==> config.mk <==
export PLATFORM = sky130hd
export DESIGN_NAME = mux_arbiter
export DESIGN_NICKNAME = d
export VERILOG_FILES = /design/src/rtl/mux_arbiter_pkg.sv /design/src/rtl/mux2_n.sv /design/src/rtl/mux_arbiter.sv
export SDC_FILE = /design/constraint.sdc
export NUM_CORES = 1
export LEC_CHECK = 0
export BUFFER_PORTS_ARGS = -buffer_cell sky130_fd_sc_hd__buf_4
export CORE_MARGIN = 10
export CORE_UTILIZATION = 25
export DETAILED_ROUTE_END_ITERATION = 7
export PLACE_DENSITY = 0.51
export RECOVER_POWER = 50
export SYNTH_ARGS = -nofsm -noshare
export SYNTH_HDL_FRONTEND = slang
export SYNTH_SLANG_ARGS = --single-unit
==> constraint.sdc <==
create_clock -name Clock -period 3 [get_ports Clock]
set_input_delay 0.9 -clock Clock [delete_from_list [all_inputs] [get_ports Clock]]
set_output_delay 0.9 -clock Clock [all_outputs]
set_load 0.1 [all_outputs]
==> src/rtl/mux_arbiter_pkg.sv <==
// Shared types and defaults for the two-requester mux arbiter.
package mux_arbiter_pkg;

  localparam int unsigned DefaultN    = 4;
  localparam int unsigned DefaultHold = 4;

  typedef enum logic [1:0] {
    StIdle = 2'b00,
    StGntX = 2'b01,
    StGntY = 2'b10
  } state_e;

endpackage

==> src/rtl/mux2_n.sv <==
// N-bit 2:1 data select; sel=0 picks a, sel=1 picks b.
module mux2_n #(
  parameter int unsigned N = 4
) (
  input  logic         sel,
  input  logic [N-1:0] a,
  input  logic [N-1:0] b,
  output logic [N-1:0] out
);

  always_comb begin
    out = sel ? b : a;
  end

endmodule

==> src/rtl/mux_arbiter.sv <==
// Round-robin arbiter with bounded hold, steering X or Y data onto a registered output.
module mux_arbiter
  import mux_arbiter_pkg::*;
#(
  parameter int unsigned N    = DefaultN,
  parameter int unsigned HOLD = DefaultHold
) (
  input  logic         Clock,
  input  logic         Resetn,
  input  logic         req_x,
  input  logic [N-1:0] x,
  input  logic         req_y,
  input  logic [N-1:0] y,
  output logic         gnt_x,
  output logic         gnt_y,
  output logic         s,
  output logic [N-1:0] m,
  output logic         valid,
  output logic [9:4]   LEDR
);

  localparam int unsigned     CntW   = $clog2(HOLD);
  localparam logic [CntW-1:0] CntMax = CntW'(HOLD - 1);

  state_e          state_q, state_d;
  state_e          last_q, last_d;
  logic [CntW-1:0] cnt_q, cnt_d;
  logic [N-1:0]    m_q, m_d;
  logic [N-1:0]    sel_data;

  mux2_n #(
    .N(N)
  ) u_mux2_n (
    .sel(state_d == StGntY),
    .a  (x),
    .b  (y),
    .out(sel_data)
  );

  always_comb begin
    state_d = state_q;
    unique case (state_q)
      StIdle: begin
        if (req_x && req_y) begin
          state_d = (last_q == StGntY) ? StGntX : StGntY;
        end else if (req_x) begin
          state_d = StGntX;
        end else if (req_y) begin
          state_d = StGntY;
        end
      end
      // Hold expiry only matters when the other side is waiting.
      StGntX: begin
        if (req_x && !(req_y && cnt_q == CntMax)) begin
          state_d = StGntX;
        end else if (req_y) begin
          state_d = StGntY;
        end else begin
          state_d = StIdle;
        end
      end
      StGntY: begin
        if (req_y && !(req_x && cnt_q == CntMax)) begin
          state_d = StGntY;
        end else if (req_x) begin
          state_d = StGntX;
        end else begin
          state_d = StIdle;
        end
      end
      default: state_d = StIdle;
    endcase
  end

  always_comb begin
    cnt_d  = cnt_q;
    last_d = last_q;
    m_d    = m_q;
    if (state_d != state_q || state_d == StIdle) begin
      cnt_d = '0;
    end else if (cnt_q != CntMax) begin
      cnt_d = cnt_q + CntW'(1);
    end
    if (state_d != state_q && state_d != StIdle) begin
      last_d = state_d;
    end
    if (state_d != StIdle) begin
      m_d = sel_data;
    end
  end

  always_ff @(posedge Clock) begin
    if (!Resetn) begin
      state_q <= StIdle;
      last_q  <= StGntY;
      cnt_q   <= '0;
      m_q     <= '0;
    end else begin
      state_q <= state_d;
      last_q  <= last_d;
      cnt_q   <= cnt_d;
      m_q     <= m_d;
    end
  end

  always_comb begin
    gnt_x = (state_q == StGntX);
    gnt_y = (state_q == StGntY);
    s     = gnt_y;
    valid = gnt_x | gnt_y;
    m     = m_q;
    LEDR  = {gnt_x, gnt_y, state_q, 2'b00};
  end

endmodule
==> flow_metrics.tcl, run 1 <==
set metrics [dict create \
    cts_hold_buf 0 \
    grt_max_degree 12 \
    cp_top_family "buffers and inverters" \
    synthFlopType "dfxtp_1" \
    core_um2 2780 \
    clkSinkCount 10 \
    synth_area_per_cell_um2 8.80 \
    final_layout_size_suffix_gt1_share_pct 25.0 \
    top_layer "met4" \
    dr_wl_met3_um 181 \
    cts_tree "yes" \
    critPathLaunchType "flop" \
    timing.final.crit_share_pct 83.5 \
    cts_setup_buffers 0 \
    cts.htree.levels 1 \
    hold_viol_final 0 \
    yosys_warnings 0 \
    dieArea_um2 5530 \
    drt-total-wl_um 1940 \
    tightest_slew_ns 1.18 \
    n_antenna_cell 0 \
    rsz0062_at_grt "no" \
    fin_skew_ns 0.000775 \
    min_path_type "reg -> reg" \
    m1WireLength_um 948 \
    hold_end "m[2]" \
    crit-reg2reg-capture "last_q[0]" \
    numPortBuffers 23 \
    final.setup.worst_slack_ns 0.495 \
    synthArstFlopShare_pct 0 \
    dieWidth_um 74.4 \
    cp_max_fo 10 \
    synth_edf_count 0 \
    required_ns 2.10 \
    fp.dieH_um 74.4 \
    grt.total_usage_pct 7.39 \
    grt_pass1_wl_um 3220 \
    ctsResizeCount 0 \
    clkTransAtPathRegs_ns 0.07 \
    initial_core_util_pct 26.6 \
    hold_path_depth 2 \
    numCtsBuffers 3 \
    area_delta_synth_final_pct 23.7 \
    fin_nets 122 \
    r2r-start "state_q[0]" \
    timing.slew.headroom_pct 21.6 \
    cpMaxStageDelayCell "clkbuf_1" \
    setup_tns_ns 0 \
    firstDrtPassIters 4 \
    drv_slew 0 \
    overflow 0 \
    antenna_found_initial 0 \
    cap_violations 0 \
    status "completed" \
    path_cells "clkbuf_1" \
    layout_min_cycle_time_ns 2.50 \
    netlist_instances 84 \
    dp_worst_setup_slack_ns 0.443 \
    crit_buf_inv 1 \
    rows 19 \
    crit_arrival_ns 1.60 \
    ys_seq_area_share_pct 27.1 \
    netlist_area_um2 739 \
    dpl.hpwl_um 1550 \
    drc 0 \
    viasPerCell 5.30 \
    final_area_um2 915 \
    cts_root_buf "clkbuf_4" \
    synth-seq-cells 10 \
    whs_ns 0.550 \
    grt_pass1_vias 661 \
    io_pins 26 \
    hold_path_startpoint "m[2]" \
    wire_per_inst_um 14.4 \
    r2r_slack_ns 0.52 \
    setup_viol 0 \
    reg2reg_depth 7 \
    gp_congestion 0.778 \
    clock_path_buffers 2 \
    postPlaceCellArea_um2 906 \
    max_stage_delay_ns 0.89 \
    ant_nets 0 \
    clock_latency_ns 0.26 \
    critPathCaptureType "primary output" \
    synth_cell_types 39 \
    cp-startpoint "state_q[0]" \
    initialDrtViolationCount 39 \
    routed-wl-met2_um 803 \
    criticalPathCategory "reg -> out" \
    max_freq_mhz 399 \
    via_count 716 \
]
synth_stat cells (2+ instances only):
master     number  area [um^2]
nor3_1          3         15.0
a22oi_1         3         22.5
o2111ai_1       3         26.3
nand2_1         5         18.8
o2111a_1        2         22.5
a211oi_1        2         15.0
clkbuf_1        2         7.51
o211ai_1        3         22.5
a21oi_1         8         40.0
buf_4           5         37.5
mux2i_1         3         30.0
o21ai_0         2         10.0
dfxtp_1        10          200
ha_1            5         62.6
a21boi_0        2         15.0
inv_1           3         11.3
kinds of logic (layout without fill, tap and decap cells):
logic type / count (synthesis) / in the layout / synth area share [%]
flip-flops: 10 / 10 / 27.1
other: 1 / 2 / 0.507
multiplexers: 3 / 3 / 4.06
adder cells (fa/ha/maj): 5 / 5 / 8.46
XOR/XNOR: 1 / 1 / 1.18
buffers and inverters: 12 / 31 / 9.64
AND/OR/NAND/NOR: 18 / 18 / 14.0
AO/OA/AOI/OAI: 34 / 34 / 35.0
worst register-to-register path, cell delays in order, from the launching register on:
cell and delay [ns]:
dfxtp_2 0.45, inv_1 0.15, ha_1 0.30, or3b_1 0.42, o211a_1 0.17, o2111a_1 0.36, o21a_1 0.23, a2111oi_2 0.31
state kept, by name (all words and copies together), names as in the netlist:
signal,cells
m,4
last_q,2
state_q,2
cnt_q,2
layer usage:
| metal | up-vias | global-route usage (%) |
|---|---|---|
| met2 | 21 | 10.5 |
| met5 | - | 0 |
| met1 | 333 | 8.80 |
| li1 | 360 | - |
| met3 | 2 | 3.99 |
| met4 | 0 | 3.66 |
area by class of cell:
cell class / count / area [um^2]
well taps: 31 / 38.8
clock buffers: 4 / 36.3
multi-input cells: 63 / 472
flip-flops and latches: 10 / 203
repair buffers: 23 / 150
inverters: 4 / 15.0
fillers: 320 / 1870
per-stage QoR:
stage	instances	utilization (%)
after detailed placement	131	32.6
after CTS	135	33.9
final	135	32.9
after global placement	131	32.6
after floorplan	85	-
after global routing	135	32.9
worst max-delay path by stage:
stage	end	cells after the start
6_report	LEDR[6]	1
5_1_grt	last_q[0]	7
4_1_cts	last_q[0]	7
3_5_place_dp	last_q[0]	6
3_3_place_gp	last_q[0]	6
2_1_floorplan	last_q[0]	8
layout by cell type, fill, tap and decap left out, types with 2 or more instances in the layout:
| cell | count |
|---|---|
| o21ai_0 | 2 |
| o2111ai_1 | 3 |
| a22oi_1 | 3 |
| o2111a_1 | 2 |
| a21boi_0 | 2 |
| clkbuf_1 | 6 |
| inv_1 | 3 |
| dfxtp_2 | 2 |
| conb_1 | 2 |
| o211ai_1 | 3 |
| dfxtp_1 | 8 |
| a21oi_1 | 8 |
| mux2i_1 | 3 |
| clkbuf_4 | 3 |
| buf_4 | 17 |
| nor3_1 | 3 |
| nand2_1 | 5 |
| ha_1 | 4 |
| a211oi_1 | 2 |
Power of run 1 is left out: the tool's default activity adds up to more than one toggle a clock period on the data nets, which glitch-free logic cannot reach.
==> inputs of run 2 (changes only) <==
PLACE_DENSITY = 0.52   (was 0.51)
clock period = 2.15 ns   (was 3 ns; I/O delays follow)
==> run 2 against run 1 <==
  * Critical path depth is 2 higher
  * Die area unchanged
  * First-iteration DRC count decreased by 21%
  * Design area grew 7.9%
  * Register-to-register slack lost 0.36 ns
  * Routed wire length up 8.0%
  * Non-clock buffer count increased by 4
  * Sequential share of layout area decreased by 1.1 points
  * Critical endpoint is now valid
  * Utilization rose by 2.6 points
  * Clock skew grew 0.0067 ns
==> flow_metrics.tcl, run 2 (same netlist as run 1, synthesis figures left out) <==
set metrics [dict create \
    status "completed" \
    dpl.hpwl_um 1640 \
    cts_hold_buf 0 \
    n_antenna_cell 0 \
    cts.htree.levels 1 \
    numPortBuffers 23 \
    clkTransAtPathRegs_ns 0.07 \
    numCtsBuffers 3 \
    initial_core_util_pct 26.6 \
    reg2reg_depth 7 \
    crit_arrival_ns 1.39 \
    cp_max_fo 11 \
    viasPerCell 5.37 \
    placedCellCount 135 \
    drc 0 \
    setup_tns_ns 0 \
    grt_pass1_wl_um 3500 \
    ant_nets 0 \
    clkSinkCount 10 \
    setup_viol 0 \
    layout_min_cycle_time_ns 2.03 \
    hold_path_depth 2 \
    hold_end "m[2]" \
    min_path_type "reg -> reg" \
    timing.slew.headroom_pct 63.6 \
    r2r_slack_ns 0.16 \
    core_um2 2780 \
    initialDrtViolationCount 31 \
    cts_root_buf "clkbuf_4" \
    area_delta_synth_final_pct 33.5 \
    max_stage_delay_ns 0.43 \
    dieArea_um2 5530 \
    timing.final.crit_share_pct 94.5 \
    criticalPathCategory "reg -> out" \
    grt_pass1_vias 768 \
    cpMaxStageDelayCell "dfxtp_4" \
    largest_reg_flops 4 \
    final_cell_mix "buf_4, clkbuf_2, dfxtp_1" \
    fin_skew_ns 0.00748 \
    cap_violations 0 \
    grt_max_degree 12 \
    grt.total_usage_pct 7.87 \
    critPathLaunchType "flop" \
    required_ns 1.50 \
    fillers 298 \
    crit-reg2reg-capture "m[1]" \
    antenna_found_initial 0 \
    firstDrtPassIters 4 \
    dp_worst_setup_slack_ns 0.0166 \
    r2r-start "cnt_q[0]" \
    fp.dieH_um 74.4 \
    drt-total-wl_um 2100 \
    via_count 747 \
    clock_path_buffers 2 \
    tightest_slew_ns 0.549 \
    overflow 0 \
    whs_ns 0.548 \
    wire_per_inst_um 15.1 \
    rows 19 \
    drv_slew 0 \
    final_layout_size_suffix_gt1_share_pct 38.0 \
    io_pins 26 \
    hold_path_startpoint "m[2]" \
    fin_nets 126 \
    cts_tree "yes" \
    finalNonFillerCells 139 \
    clock_latency_ns 0.27 \
    dieWidth_um 74.4 \
    rsz0062_at_grt "no" \
    gp_congestion 0.855 \
    critPathCaptureType "primary output" \
    final.setup.worst_slack_ns 0.118 \
    path_cells "inv_1, ha_2, buf_6" \
    max_freq_mhz 492 \
    final_common_cell "buf_4" \
    hold_viol_final 0 \
]
[run 2: layout make-up]
cell class	count	area [um^2]	area share [%]
flip-flops and latches	10	208	21.0
multi-input cells	63	503	51.0
well taps	31	38.8	3.93
clock buffers	4	36.3	3.68
repair buffers	27	184	18.6
inverters	4	17.5	1.77
[run 2: worst max path at each step]
| stage | startpoint | to | slack, ns | depth (start not counted) |
|---|---|---|---|---|
| floorplan | state_q[0] | last_q[0] | -0.21 | 8 |
| CTS | state_q[1] | valid | 0.07 | 3 |
| global placement | req_x | m[3] | 0.04 | 7 |
| finish | state_q[1] | valid | 0.12 | 3 |
| detailed placement | req_x | cnt_q[1] | 0.02 | 6 |
| global route | state_q[1] | last_q[1] | 0.003 | 7 |
[run 2: worst max-delay path, delay by kind of cell, from the launching register on]
family                   cells  cell delay, ns
flip-flops                   1            0.43
adder cells (fa/ha/maj)      1            0.34
buffers and inverters        2            0.35
[run 2: routing by layer]
| metal | wire (um) | share of wire (%) | vias up | global-route usage [%] |
|---|---|---|---|---|
| met5 | 0 | 0 | - | 0 |
| met4 | 21 | 1.0 | 0 | 2.03 |
| met3 | 237 | 11 | 2 | 4.52 |
| met2 | 951 | 45 | 29 | 12.4 |
| met1 | 886 | 42 | 349 | 8.95 |
| li1 | - | - | 367 | - |
[run 2: timing repair]
item,CTS,global route
resized for setup,0,2
endpoints found under the setup margin,0,3
setup buffers,0,0
[run 2: through the flow]
| step | utilization, % | area [um^2] |
|---|---|---|
| 3_3_place_gp | 34.9 | 970 |
| 3_5_place_dp | 34.9 | 970 |
| 2_1_floorplan | - | 786 |
| 4_1_cts | 36.2 | 1010 |
| 5_1_grt | 35.5 | 987 |
| 6_report | 35.5 | 987 |
Power of run 2 is left out for the same reason.
==> inputs of run 3 (changes only) <==
RECOVER_POWER = 100   (was 50)
==> run 3 against run 2 <==
  * Worst setup slack got worse by 0.0022 ns
  * Critical path depth did not move
  * Routed wire length barely moved
  * Clock skew rose by 0.0016 ns
  * Cell count did not move
  * Design area fell by 0.51%
  * Register-to-register slack barely moved
  * Hold slack improved by 0.00051 ns
  * Flip-flop and latch count did not move
  * Non-clock buffer count did not move
  * Critical endpoint unchanged
==> flow_metrics.tcl, run 3 (same netlist as run 1, synthesis figures left out) <==
set metrics [dict create \
    via_count 748 \
    io_pins 26 \
    clkSinkCount 10 \
    numCtsBuffers 3 \
    n_antenna_cell 0 \
    drc 0 \
    drt-total-wl_um 2100 \
    fin_skew_ns 0.00911 \
    drv_slew 0 \
    grt.total_usage_pct 7.87 \
    fp.dieH_um 74.4 \
    cts_root_buf "clkbuf_4" \
    cp_top_family "flip-flops" \
    clock_latency_ns 0.27 \
    area_delta_synth_final_pct 32.8 \
    numPortBuffers 23 \
    min_path_type "reg -> reg" \
    path_cells "inv_1, ha_2, buf_6" \
    final.setup.worst_slack_ns 0.116 \
    dieArea_um2 5530 \
    dp_worst_setup_slack_ns 0.0166 \
    final_common_cell "buf_4" \
    initialDrtViolationCount 27 \
    status "completed" \
    cts_tree "yes" \
    cap_violations 0 \
    final_layout_size_suffix_gt1_share_pct 37.0 \
    critPathCaptureType "primary output" \
    cpMaxStageDelayCell "dfxtp_4" \
    overflow 0 \
    ant_nets 0 \
    ctsResizeCount 0 \
    tightest_slew_ns 0.549 \
    largest_reg_flops 4 \
    cp_max_fo 11 \
    wire_per_inst_um 15.1 \
    clock_path_buffers 2 \
    rsz0062_at_grt "no" \
    cts_hold_buf 0 \
    critPathLaunchType "flop" \
    hold_viol_final 0 \
    crit_buf_inv 2 \
    criticalPathCategory "reg -> out" \
    antenna_found_initial 0 \
    fin_nets 126 \
    setup_viol 0 \
    core_um2 2780 \
    initial_core_util_pct 26.6 \
    layout_min_cycle_time_ns 2.03 \
    final_cell_mix "buf_4, clkbuf_2, dfxtp_1" \
    max_stage_delay_ns 0.43 \
    grt_max_degree 12 \
    cts_setup_buffers 0 \
    timing.slew.headroom_pct 63.6 \
    dieWidth_um 74.4 \
    timing.final.crit_share_pct 94.6 \
    required_ns 1.50 \
    grt_pass1_wl_um 3500 \
    dpl.hpwl_um 1640 \
    clkTransAtPathRegs_ns 0.08 \
    max_freq_mhz 492 \
    crit_arrival_ns 1.39 \
    firstDrtPassIters 4 \
    gp_congestion 0.855 \
    viasPerCell 5.38 \
    rows 19 \
    cts.htree.levels 1 \
    grt_pass1_vias 768 \
]
[run 3: changes by cell type in the layout (fill, tap and decap cells not counted), sizes merged]
cell    delta
clkbuf     +3
buf        -3
[run 3: path summary, 6_finish.rpt]
path	from	end	slack (ns)	cells past startpoint
max	state_q[1]	valid	0.12	3
min	m[2]	m[2]	0.55	2
max reg2reg	cnt_q[0]	m[1]	0.15	7
min reg2reg	m[2]	m[2]	0.55	2
[run 3: stage by stage]
| stage | setup TNS (ns) | util [%] | hold slack [ns] | cell area, um^2 | std cells |
|---|---|---|---|---|---|
| final | 0 | 35.3 | 0.549 | 982 | 139 |
| after detailed placement | 0 | 34.9 | 0.538 | 970 | 135 |
| after floorplan | -0.701 | - | 0.520 | 786 | 85 |
| after global routing | 0 | 35.3 | 0.604 | 982 | 139 |
| after CTS | 0 | 36.2 | 0.550 | 1010 | 139 |
| after global placement | 0 | 34.9 | 0.529 | 970 | 135 |
[run 3: routing by layer]
metal / up-vias / wire, um / track usage [%]
met2: 29 / 939 / 12.4
met1: 349 / 917 / 8.95
met3: 2 / 218 / 4.52
met4: 0 / 21 / 2.03
met5: - / 0 / 0
li1: 368 / - / -
[run 3: layout make-up]
class	instances	area, um^2
fill	300	1800
multi-input combinational	63	500
sequential	10	208
timing repair buffer	27	181
tap	31	38.8
clock buffer	4	36.3
inverter	4	17.5
[run 3: worst min-delay path, delay by kind of cell, from the launching register on]
kind | cells | cell delay, ns
compound gates | 2 | 0.19
flops | 1 | 0.31
Power of run 3 is left out for the same reason.
